===== src/rtl/ddr3_arb_pkg.sv =====
// Shared definitions for the DDR3 Avalon-MM burst arbiter.
//   - arb_state_t : arbiter FSM state encoding
//   - *_DEF       : default parameter values for the arbiter and its selector
//   - clog2()     : width helper for the round-robin pointer
package ddr3_arb_pkg;

    localparam int NUM_REQ_DEF = 3;
    localparam int ADDR_W_DEF  = 26;
    localparam int DATA_W_DEF  = 256;
    localparam int BURST_W_DEF = 4;

    typedef enum logic [1:0] {
        IDLE     = 2'd0,
        WR_BURST = 2'd1,
        RD_CMD   = 2'd2,
        RD_DATA  = 2'd3
    } arb_state_t;

    // Ceiling log2; used at elaboration time only.
    function automatic int clog2(input int value);
        int result;
        int rem;
        result = 0;
        rem    = value - 1;
        while (rem > 0) begin
            result = result + 1;
            rem    = rem >> 1;
        end
        return result;
    endfunction

endpackage


===== src/rtl/rr_pick.sv =====
// Combinational round-robin priority selector.
//   pending : one bit per requester with a command waiting
//   rr_ptr  : index with highest priority this round
//   pick    : one-hot winner, first pending index at or above rr_ptr
//             (wrapping); zero when nothing is pending
module rr_pick
    import ddr3_arb_pkg::*;
#(
    parameter int NUM_REQ = NUM_REQ_DEF,
    parameter int PTR_W   = clog2(NUM_REQ_DEF)
) (
    input  logic [NUM_REQ-1:0] pending,
    input  logic [PTR_W-1:0]   rr_ptr,
    output logic [NUM_REQ-1:0] pick
);

    always_comb begin
        logic       found;
        int         sum;
        logic [PTR_W-1:0] idx;
        pick  = '0;
        found = 1'b0;
        sum   = 0;
        idx   = '0;
        // Walk the requesters in priority order starting from rr_ptr.
        for (int k = 0; k < NUM_REQ; k++) begin
            sum = int'(rr_ptr) + k;
            if (sum >= NUM_REQ) begin
                sum = sum - NUM_REQ;
            end
            idx = PTR_W'(sum);
            if (!found && pending[idx]) begin
                pick[idx] = 1'b1;
                found     = 1'b1;
            end
        end
    end

endmodule


===== src/rtl/ddr3_avl_arbiter.sv =====
// Round-robin arbiter sharing one DDR3 controller Avalon-MM slave port
// between NUM_REQ bursting DMA requesters. A grant is held for a whole
// burst, so bursts are never interleaved, and only one read is outstanding.
//   clkin_50, cpu_resetn        : clock, asynchronous active-low reset
//   req_*                       : packed requester-side Avalon-MM ports
//   avm_*                       : master port towards the DDR3 controller
//   grant                       : one-hot current grant, zero when idle
//   busy                        : high whenever a burst is in progress
module ddr3_avl_arbiter
    import ddr3_arb_pkg::*;
#(
    parameter int NUM_REQ = NUM_REQ_DEF,
    parameter int ADDR_W  = ADDR_W_DEF,
    parameter int DATA_W  = DATA_W_DEF,
    parameter int BURST_W = BURST_W_DEF
) (
    input  logic                         clkin_50,
    input  logic                         cpu_resetn,
    input  logic [NUM_REQ-1:0]           req_read,
    input  logic [NUM_REQ-1:0]           req_write,
    input  logic [NUM_REQ*ADDR_W-1:0]    req_addr,
    input  logic [NUM_REQ*BURST_W-1:0]   req_burstcount,
    input  logic [NUM_REQ*DATA_W-1:0]    req_wdata,
    output logic [NUM_REQ-1:0]           req_waitrequest,
    output logic [DATA_W-1:0]            req_rdata,
    output logic [NUM_REQ-1:0]           req_rdatavalid,
    output logic                         avm_read,
    output logic                         avm_write,
    output logic [ADDR_W-1:0]            avm_addr,
    output logic [BURST_W-1:0]           avm_burstcount,
    output logic [DATA_W-1:0]            avm_wdata,
    input  logic                         avm_waitrequest,
    input  logic [DATA_W-1:0]            avm_rdata,
    input  logic                         avm_rdatavalid,
    output logic [NUM_REQ-1:0]           grant,
    output logic                         busy
);

    localparam int PTR_W = clog2(NUM_REQ);

    logic [ADDR_W-1:0]  addr_arr  [NUM_REQ];
    logic [BURST_W-1:0] bc_arr    [NUM_REQ];
    logic [DATA_W-1:0]  wdata_arr [NUM_REQ];

    generate
        for (genvar gi = 0; gi < NUM_REQ; gi++) begin : g_unpack
            assign addr_arr[gi]  = req_addr[gi*ADDR_W +: ADDR_W];
            assign bc_arr[gi]    = req_burstcount[gi*BURST_W +: BURST_W];
            assign wdata_arr[gi] = req_wdata[gi*DATA_W +: DATA_W];
        end
    endgenerate

    arb_state_t           state_reg, state_next;
    logic [NUM_REQ-1:0]   grant_reg, grant_next;
    logic [PTR_W-1:0]     rr_ptr_reg, rr_ptr_next;
    logic [BURST_W-1:0]   beat_cnt_reg, beat_cnt_next;
    logic [BURST_W-1:0]   burst_len_reg, burst_len_next;

    logic [NUM_REQ-1:0]   pending;
    logic [NUM_REQ-1:0]   pick;
    logic [PTR_W-1:0]     gidx;
    logic [PTR_W-1:0]     pick_idx;
    logic [PTR_W-1:0]     rr_ptr_after;
    logic                 last_beat;

    assign pending = req_read | req_write;

    rr_pick #(
        .NUM_REQ (NUM_REQ),
        .PTR_W   (PTR_W)
    ) u_rr_pick (
        .pending (pending),
        .rr_ptr  (rr_ptr_reg),
        .pick    (pick)
    );

    // One-hot to index for the held grant and the fresh pick.
    always_comb begin
        gidx     = '0;
        pick_idx = '0;
        for (int i = 0; i < NUM_REQ; i++) begin
            if (grant_reg[i]) gidx = PTR_W'(i);
            if (pick[i])      pick_idx = PTR_W'(i);
        end
    end

    assign rr_ptr_after = (gidx == PTR_W'(NUM_REQ - 1)) ? '0 : gidx + PTR_W'(1);
    assign last_beat    = (beat_cnt_reg == burst_len_reg - BURST_W'(1));

    // Datapath: commands are qualified by state so that a stalled requester
    // still holding read during RD_DATA cannot issue a second read.
    always_comb begin
        avm_addr        = addr_arr[gidx];
        avm_burstcount  = bc_arr[gidx];
        avm_wdata       = wdata_arr[gidx];
        avm_write       = (state_reg == WR_BURST) && req_write[gidx];
        avm_read        = (state_reg == RD_CMD) && req_read[gidx];
        req_waitrequest = '1;
        if (state_reg == WR_BURST || state_reg == RD_CMD) begin
            req_waitrequest[gidx] = avm_waitrequest;
        end
        req_rdatavalid = '0;
        if (state_reg == RD_DATA) begin
            req_rdatavalid[gidx] = avm_rdatavalid;
        end
    end

    assign req_rdata = avm_rdata;
    assign grant     = grant_reg;
    assign busy      = (state_reg != IDLE);

    always_comb begin
        state_next     = state_reg;
        grant_next     = grant_reg;
        rr_ptr_next    = rr_ptr_reg;
        beat_cnt_next  = beat_cnt_reg;
        burst_len_next = burst_len_reg;
        case (state_reg)
            IDLE: begin
                if (|pending) begin
                    grant_next     = pick;
                    beat_cnt_next  = '0;
                    // A zero burstcount still moves one beat.
                    burst_len_next = (bc_arr[pick_idx] == '0) ? BURST_W'(1) : bc_arr[pick_idx];
                    state_next     = (|(pick & req_write)) ? WR_BURST : RD_CMD;
                end
            end
            WR_BURST: begin
                if (avm_write && !avm_waitrequest) begin
                    if (last_beat) begin
                        state_next    = IDLE;
                        grant_next    = '0;
                        rr_ptr_next   = rr_ptr_after;
                        beat_cnt_next = '0;
                    end else begin
                        beat_cnt_next = beat_cnt_reg + BURST_W'(1);
                    end
                end
            end
            RD_CMD: begin
                if (avm_read && !avm_waitrequest) begin
                    state_next = RD_DATA;
                end
            end
            RD_DATA: begin
                if (avm_rdatavalid) begin
                    if (last_beat) begin
                        state_next    = IDLE;
                        grant_next    = '0;
                        rr_ptr_next   = rr_ptr_after;
                        beat_cnt_next = '0;
                    end else begin
                        beat_cnt_next = beat_cnt_reg + BURST_W'(1);
                    end
                end
            end
            default: state_next = IDLE;
        endcase
    end

    always_ff @(posedge clkin_50 or negedge cpu_resetn) begin
        if (!cpu_resetn) begin
            state_reg     <= IDLE;
            grant_reg     <= '0;
            rr_ptr_reg    <= '0;
            beat_cnt_reg  <= '0;
            burst_len_reg <= '0;
        end else begin
            state_reg     <= state_next;
            grant_reg     <= grant_next;
            rr_ptr_reg    <= rr_ptr_next;
            beat_cnt_reg  <= beat_cnt_next;
            burst_len_reg <= burst_len_next;
        end
    end

endmodule

===== config.mk =====
export PLATFORM = sky130hd
export DESIGN_NAME = ddr3_avl_arbiter
export DESIGN_NICKNAME = d
export VERILOG_FILES = /design/src/rtl/ddr3_arb_pkg.sv /design/src/rtl/rr_pick.sv /design/src/rtl/ddr3_avl_arbiter.sv
export SDC_FILE = /design/constraint.sdc
export NUM_CORES = 1
export LEC_CHECK = 0
export BUFFER_PORTS_ARGS = -buffer_cell sky130_fd_sc_hd__buf_4
export CAP_MARGIN = 20
export CORE_AREA = 2 2 653 655
export DETAILED_ROUTE_END_ITERATION = 8
export DIE_AREA = 0 0 655 657
export RECOVER_POWER = 50
export SKIP_CTS_REPAIR_TIMING = 1
export SYNTH_ARGS = -nofsm -noshare
export SYNTH_HDL_FRONTEND = slang
export SYNTH_SLANG_ARGS = --single-unit

===== constraint.sdc =====
create_clock -name clkin_50 -period 7.65 [get_ports clkin_50]
set_clock_uncertainty 0.2 [all_clocks]
set_input_delay 1.1475 -clock clkin_50 [delete_from_list [all_inputs] [get_ports clkin_50]]
set_output_delay 1.1475 -clock clkin_50 [all_outputs]
set_load 0.05 [all_outputs]

After elaboration in Yosys (flattened, before gate mapping)
Index checks and enable logic that the tools add are counted.
{"block": "word_totals", "register_bits": 15, "wordCells": 136}
{"block": "classes", "add_sub_neg": 8, "order_cmp": 13, "eq_ne": 9, "mux": 67, "n_bitwise": 9, "reduce_logical": 25}
{"op": "$bmux W256 S2", "count": 1}
{"op": "$mux W256", "count": 2}
{"op": "$bmux W26 S2", "count": 1}
{"op": "$mux W26", "count": 2}
{"op": "$mux W4", "count": 9}
{"op": "$mux W2", "count": 15}
{"op": "$mux W3", "count": 9}
{"op": "$bmux W4 S2", "count": 2}
{"op": "$mux W1", "count": 13}
{"op": "$lt A2 B3 Y1 const B", "count": 4}
{"op": "$or A3 B3 Y3", "count": 4}
{"op": "$pmux W4 S3", "count": 1}
{"op": "$bmux W1 S2", "count": 5}
{"op": "$logic_and A1 B1 Y1", "count": 10}
{"op": "$pmux W3 S3", "count": 1}
{"op": "$demux W1 S2", "count": 4}
{"op": "$ge A2 B1 Y1 const B", "count": 4}
{"op": "$pmux W2 S4", "count": 1}
{"op": "$reduce_and A4 Y1", "count": 2}
{"op": "$and A3 B3 Y3", "count": 2}
{"op": "$eq A2 B2 Y1 const B", "count": 3}
{"op": "$ge A3 B2 Y1 const B", "count": 2}
{"op": "$ge A3 B3 Y1 const B", "count": 2}
{"op": "$not A2 Y3", "count": 2}
{"op": "23 further kinds", "count": 30}

Logic depth before layout (Yosys ltp)
{"block": "logic_depth", "depth_word": 19, "depth_mapped": 11, "depth_no_buf": 9}

Hierarchy
A second synthesis with hierarchy kept.
{"block": "unflattened", "cells_unflattened": 1364, "area_unflattened_um2": 9071.2}
{"module": "ddr3_avl_arbiter", "n_inst": 1, "cells_each": 1330, "area_each_um2": 8811.0, "seq_area_each_um2": 375.4}
{"module": "rr_pick", "n_inst": 1, "cells_each": 34, "area_each_um2": 260.2, "seq_area_each_um2": 0.0}

Worst setup path after synthesis
No wires, ideal clock.
{"block": "synth_path", "path_type": "register -> output", "from": "reg grant_reg[1] (netlist: grant[1])", "to": "out avm_wdata[144]", "t_arrival_ns": 2.947, "required_ns": 6.303, "path_slack_ns": 3.356, "stages_incl_launch_ff": 6, "path_cell_list": "dfrtp_1 clkbuf_1 clkbuf_1 buf_1 mux2i_1 o21ai_0"}
{"block": "synth_via", "elab_chain_len": 6}
{"element": "from (decl)", "line_no": "ddr3_avl_arbiter.sv:54", "source": "logic [NUM_REQ-1:0] grant_reg, grant_next;"}
{"element": "from (signal assigned)", "line_no": "ddr3_avl_arbiter.sv:170", "source": "grant_reg <= grant_next;"}
{"element": "$mux W1", "line_no": "ddr3_avl_arbiter.sv:82", "source": "if (grant_reg[i]) gidx = PTR_W'(i);"}
{"element": "$mux W2", "line_no": "ddr3_avl_arbiter.sv:82"}
{"element": "$not A2 Y3 (not written as such)", "line_no": "ddr3_avl_arbiter.sv:95", "source": "avm_wdata = wdata_arr[gidx];"}
{"element": "$bmux W256 S2", "line_no": "ddr3_avl_arbiter.sv:95"}
{"element": "$mux W256 (not written as such) (2 in a row)", "line_no": "ddr3_avl_arbiter.sv:95"}
{"element": "to (decl)", "line_no": "ddr3_avl_arbiter.sv:31", "source": "output logic [DATA_W-1:0] avm_wdata,"}
Every way passes these cells. The select of a mux whose other input is x is not followed.

Worst setup path after layout
{"block": "layout_path", "from": "reg grant_reg[2] (netlist: grant[2])", "to": "out avm_wdata[55]"}
{"block": "layout_via", "elab_chain_len": 5}
{"element": "$mux W2", "line_no": "ddr3_avl_arbiter.sv:82"}
{"element": "$not A2 Y3 (not written as such)", "line_no": "ddr3_avl_arbiter.sv:95"}
{"element": "$bmux W256 S2", "line_no": "ddr3_avl_arbiter.sv:95"}
{"element": "$mux W256 (not written as such) (2 in a row)", "line_no": "ddr3_avl_arbiter.sv:95"}
Every way passes these cells. The select of a mux whose other input is x is not followed.

==> results.md <==
- Outcome: finished, violations left
- Failing checks: max-capacitance violations, max-slew violations
- Final GP Congestion: between 0.9 and 1
- DRT iter0 DRCs: 1100
- Crit Path Max Fanout: between 150 and 200
- Synth async-reset ratio: 100%
- CP Data Required Time: roughly 6300 ps
- Maximum capacitance violations: 1
- Yosys warns: 0
- Commonest non-fill, non-tap cell in the layout: buf_4
- Syn_nets: 2522
- Int Pwr: 1.78 mW
- Clock root cell: clkbuf_16
- Vias per inst: ~2
- Clk_lat worst skew: about 250 ps
- Nets: around 3400
- Total power: between 6 and 7 mW
- Max Freq: 188 MHz
- Startpoint Class: flop
- CP cell instances: buf_12, nand2_1, o21ai_0, buf_4
- Core Area: around 0.42 mm^2
- Starting Density: about 2.1%
- Crit Path Class: flop to output pin
- Clock-pin slew on the worst setup and hold paths: 60 ps
- Cell Rows: about 240
- Register area share after synthesis: approximately 4.1%
- IO Count: between 1500 and 2000
- Global-route wire length before repair: around 400 mm
- Syn_area_per_cell: approximately 6.5 um^2
- Clk pwr share: 1.6%
- Synthesis-stage register bit count: 15
- TritonCTS buffer count: 3
- Fillers: just over 50000
- Seq pwr share: 2.9%
- Total grt overflow: 0
- Fin util: 5.61%
- Die area: around 0.43 mm^2
- Setup Total Neg Slack: 0 ps
- Residual DRC: 0
- Synthesized area: 0.00906 mm^2
- Combinational fraction of design power: a little over nine tenths
- CTS tree: done
- Cell count after synthesis: 1387
- Largest net degree at the start of global routing: approximately 180
- Post-Route WL: roughly 370 mm
- Slew at the pin with the worst max-slew slack: 2110 ps
- Max_slew headroom: -40.8%
- WL/cell: about 46 um
- Horiz. Die Dim: approximately 660 um
- Buffers on Ports: between 1000 and 1500
- Commonest non-fill, non-tap cells in the layout: buf_4, nand2_1, o21ai_0, mux2i_1, mux2i_2
- CP Capture Type: output pin
- Synth unique cells: 44
- Max-slew violations: 34
- First-pass DRT Iterations: 5
- Vias: 15779
- WP data arrival: a little under 4000 ps
- Peak supply drop: about 0.00014 V
- P per Cell Area: between 200 and 300 mW/mm^2
- RSZ-0062 raised after global routing: false
- Crit-path slowest cell: dfrtp_1
- Die height: approximately 660 um
- Layout cell share with drive strength beyond 1: between 50% and 60%
- Clock net sink count: 15
- Final Cycle Share: 69.7%
- Main synth FF type: dfrtp_1
- Crit-path leading delay family: flip-flops
- HPWL after detailed placement: around 360 mm
- Switch Pwr: 4.86 mW
- CP Buf/Inv Count: 2
- Crit path largest cell delay: 1750 ps
- H-tree depth: 1
- Area growth syn-to-layout: 162%
- Tot GR Track Use: 16.5%
- Switching Fraction: approximately 73%
- Initial antenna violation count: between 300 and 400
- Post-synth EDFFs: 0
- Min cycle time layout: approximately 5300 ps
- CTS max path bufs: 2
- Final setup viols: 0
- Final ANT Viol Nets: 0
- Worst min path class: flop to flop
- Hold Fails Final Rpt: 0
- Lkg Pwr: between 8 and 9 nW
- Vias in the first global route: roughly 15000
[tightest hold or removal path: stages, from the launching register on]
cell     delay (ps)
dfrtp_1         350
nand2_1          50
o21ai_0          60
[kinds of logic (layout without fill, tap and decap cells)]
group / count (synthesis) / count (layout) / share of synthesized area, %
compound gates: 337 / 337 / 19.6
xor+xnor: 6 / 6 / 0.580
fa+ha+maj: 11 / 11 / 1.52
buf+inv: 369 / 1244 / 25.9
flops: 15 / 15 / 4.14
mux: 294 / 294 / 32.5
other cells: 0 / 84 / 0
simple gates: 355 / 355 / 15.8
[cell type report]
class / instances / area (um^2) / area share [%]
timing repair buffer: 1227 / 9460 / 39.9
tap: 5663 / 7090 / 29.9
multi-input combinational: 1003 / 6450 / 27.2
sequential: 15 / 379 / 1.60
antenna: 84 / 210 / 0.887
clock buffer: 3 / 75.1 / 0.317
inverter: 13 / 48.8 / 0.206
clock inverter: 1 / 5.00 / 0.0211
[power by group through the flow]
stage,sequential [mW],combinational [mW],clock (mW)
after global placement,0.201,6.62,0
after CTS,0.201,6.78,0.111
after floorplan,0.150,3.28,0
after global routing,0.202,6.64,0.115
final,0.191,6.35,0.109
after detailed placement,0.202,6.77,0
[final timing paths]
kind	start	endpoint	slack, ps	cells after the start
worst max-delay path	grant[2]$_DFFE_PN0P_	avm_wdata[55]	2320	4
worst min-delay path	burst_len_reg[3]$_DFFE_PN0P_	burst_len_reg[3]$_DFFE_PN0P_	300	2
worst max register to register	grant[2]$_DFFE_PN0P_	grant[2]$_DFFE_PN0P_	3390	6
worst min register to register	burst_len_reg[3]$_DFFE_PN0P_	burst_len_reg[3]$_DFFE_PN0P_	300	2
max in group asynchronous	cpu_resetn	grant[1]$_DFFE_PN0P_	5600	1
min in group asynchronous	cpu_resetn	state_reg[1]$_DFFE_PN0P_	880	1
[through the flow]
stage          hold slack (ps)  std cells  instance area, um^2  worst slack [ps]
5_1_grt                    333       7948                23600              1940
4_1_cts                    308       7925                23500              2480
6_report                   300       8009                23700              2320
3_3_place_gp               303       7883                22900              1190
2_1_floorplan              269       1387                 9060              3360
3_5_place_dp               296       7921                23500              2770
[cell usage after synthesis (2+ instances only)]
library cell | n | share of area, %
mux2_1 | 3 | 0.37
o21ai_0 | 304 | 17
nor2_1 | 13 | 0.54
nand3_1 | 3 | 0.17
a22oi_1 | 2 | 0.17
xnor2_1 | 2 | 0.19
o211ai_1 | 3 | 0.25
nand4_1 | 2 | 0.14
dfrtp_1 | 15 | 4.1
a211oi_1 | 3 | 0.25
or2_1 | 4 | 0.28
ha_1 | 11 | 1.5
a221o_1 | 4 | 0.44
nand2_1 | 303 | 13
nor2b_1 | 7 | 0.48
a22o_1 | 4 | 0.39
nand2b_1 | 4 | 0.28
clkbuf_1 | 67 | 2.8
and3_1 | 3 | 0.21
buf_1 | 32 | 1.3
nor3_1 | 8 | 0.44
a21oi_1 | 5 | 0.28
nor4b_1 | 2 | 0.19
xor2_1 | 4 | 0.39
buf_4 | 256 | 21
o21ai_1 | 4 | 0.22
mux2i_1 | 290 | 32
inv_1 | 13 | 0.54
[per-layer routing]
layer / up-vias / wire (um) / GRT usage [%]
li1: 6397 / - / -
met1: 6814 / 104000 / 13.6
met2: 1654 / 185000 / 29.9
met3: 666 / 72500 / 15.0
met4: 248 / 6230 / 1.61
met5: - / 1930 / 0.605
(Power assumes the default switching activity.)
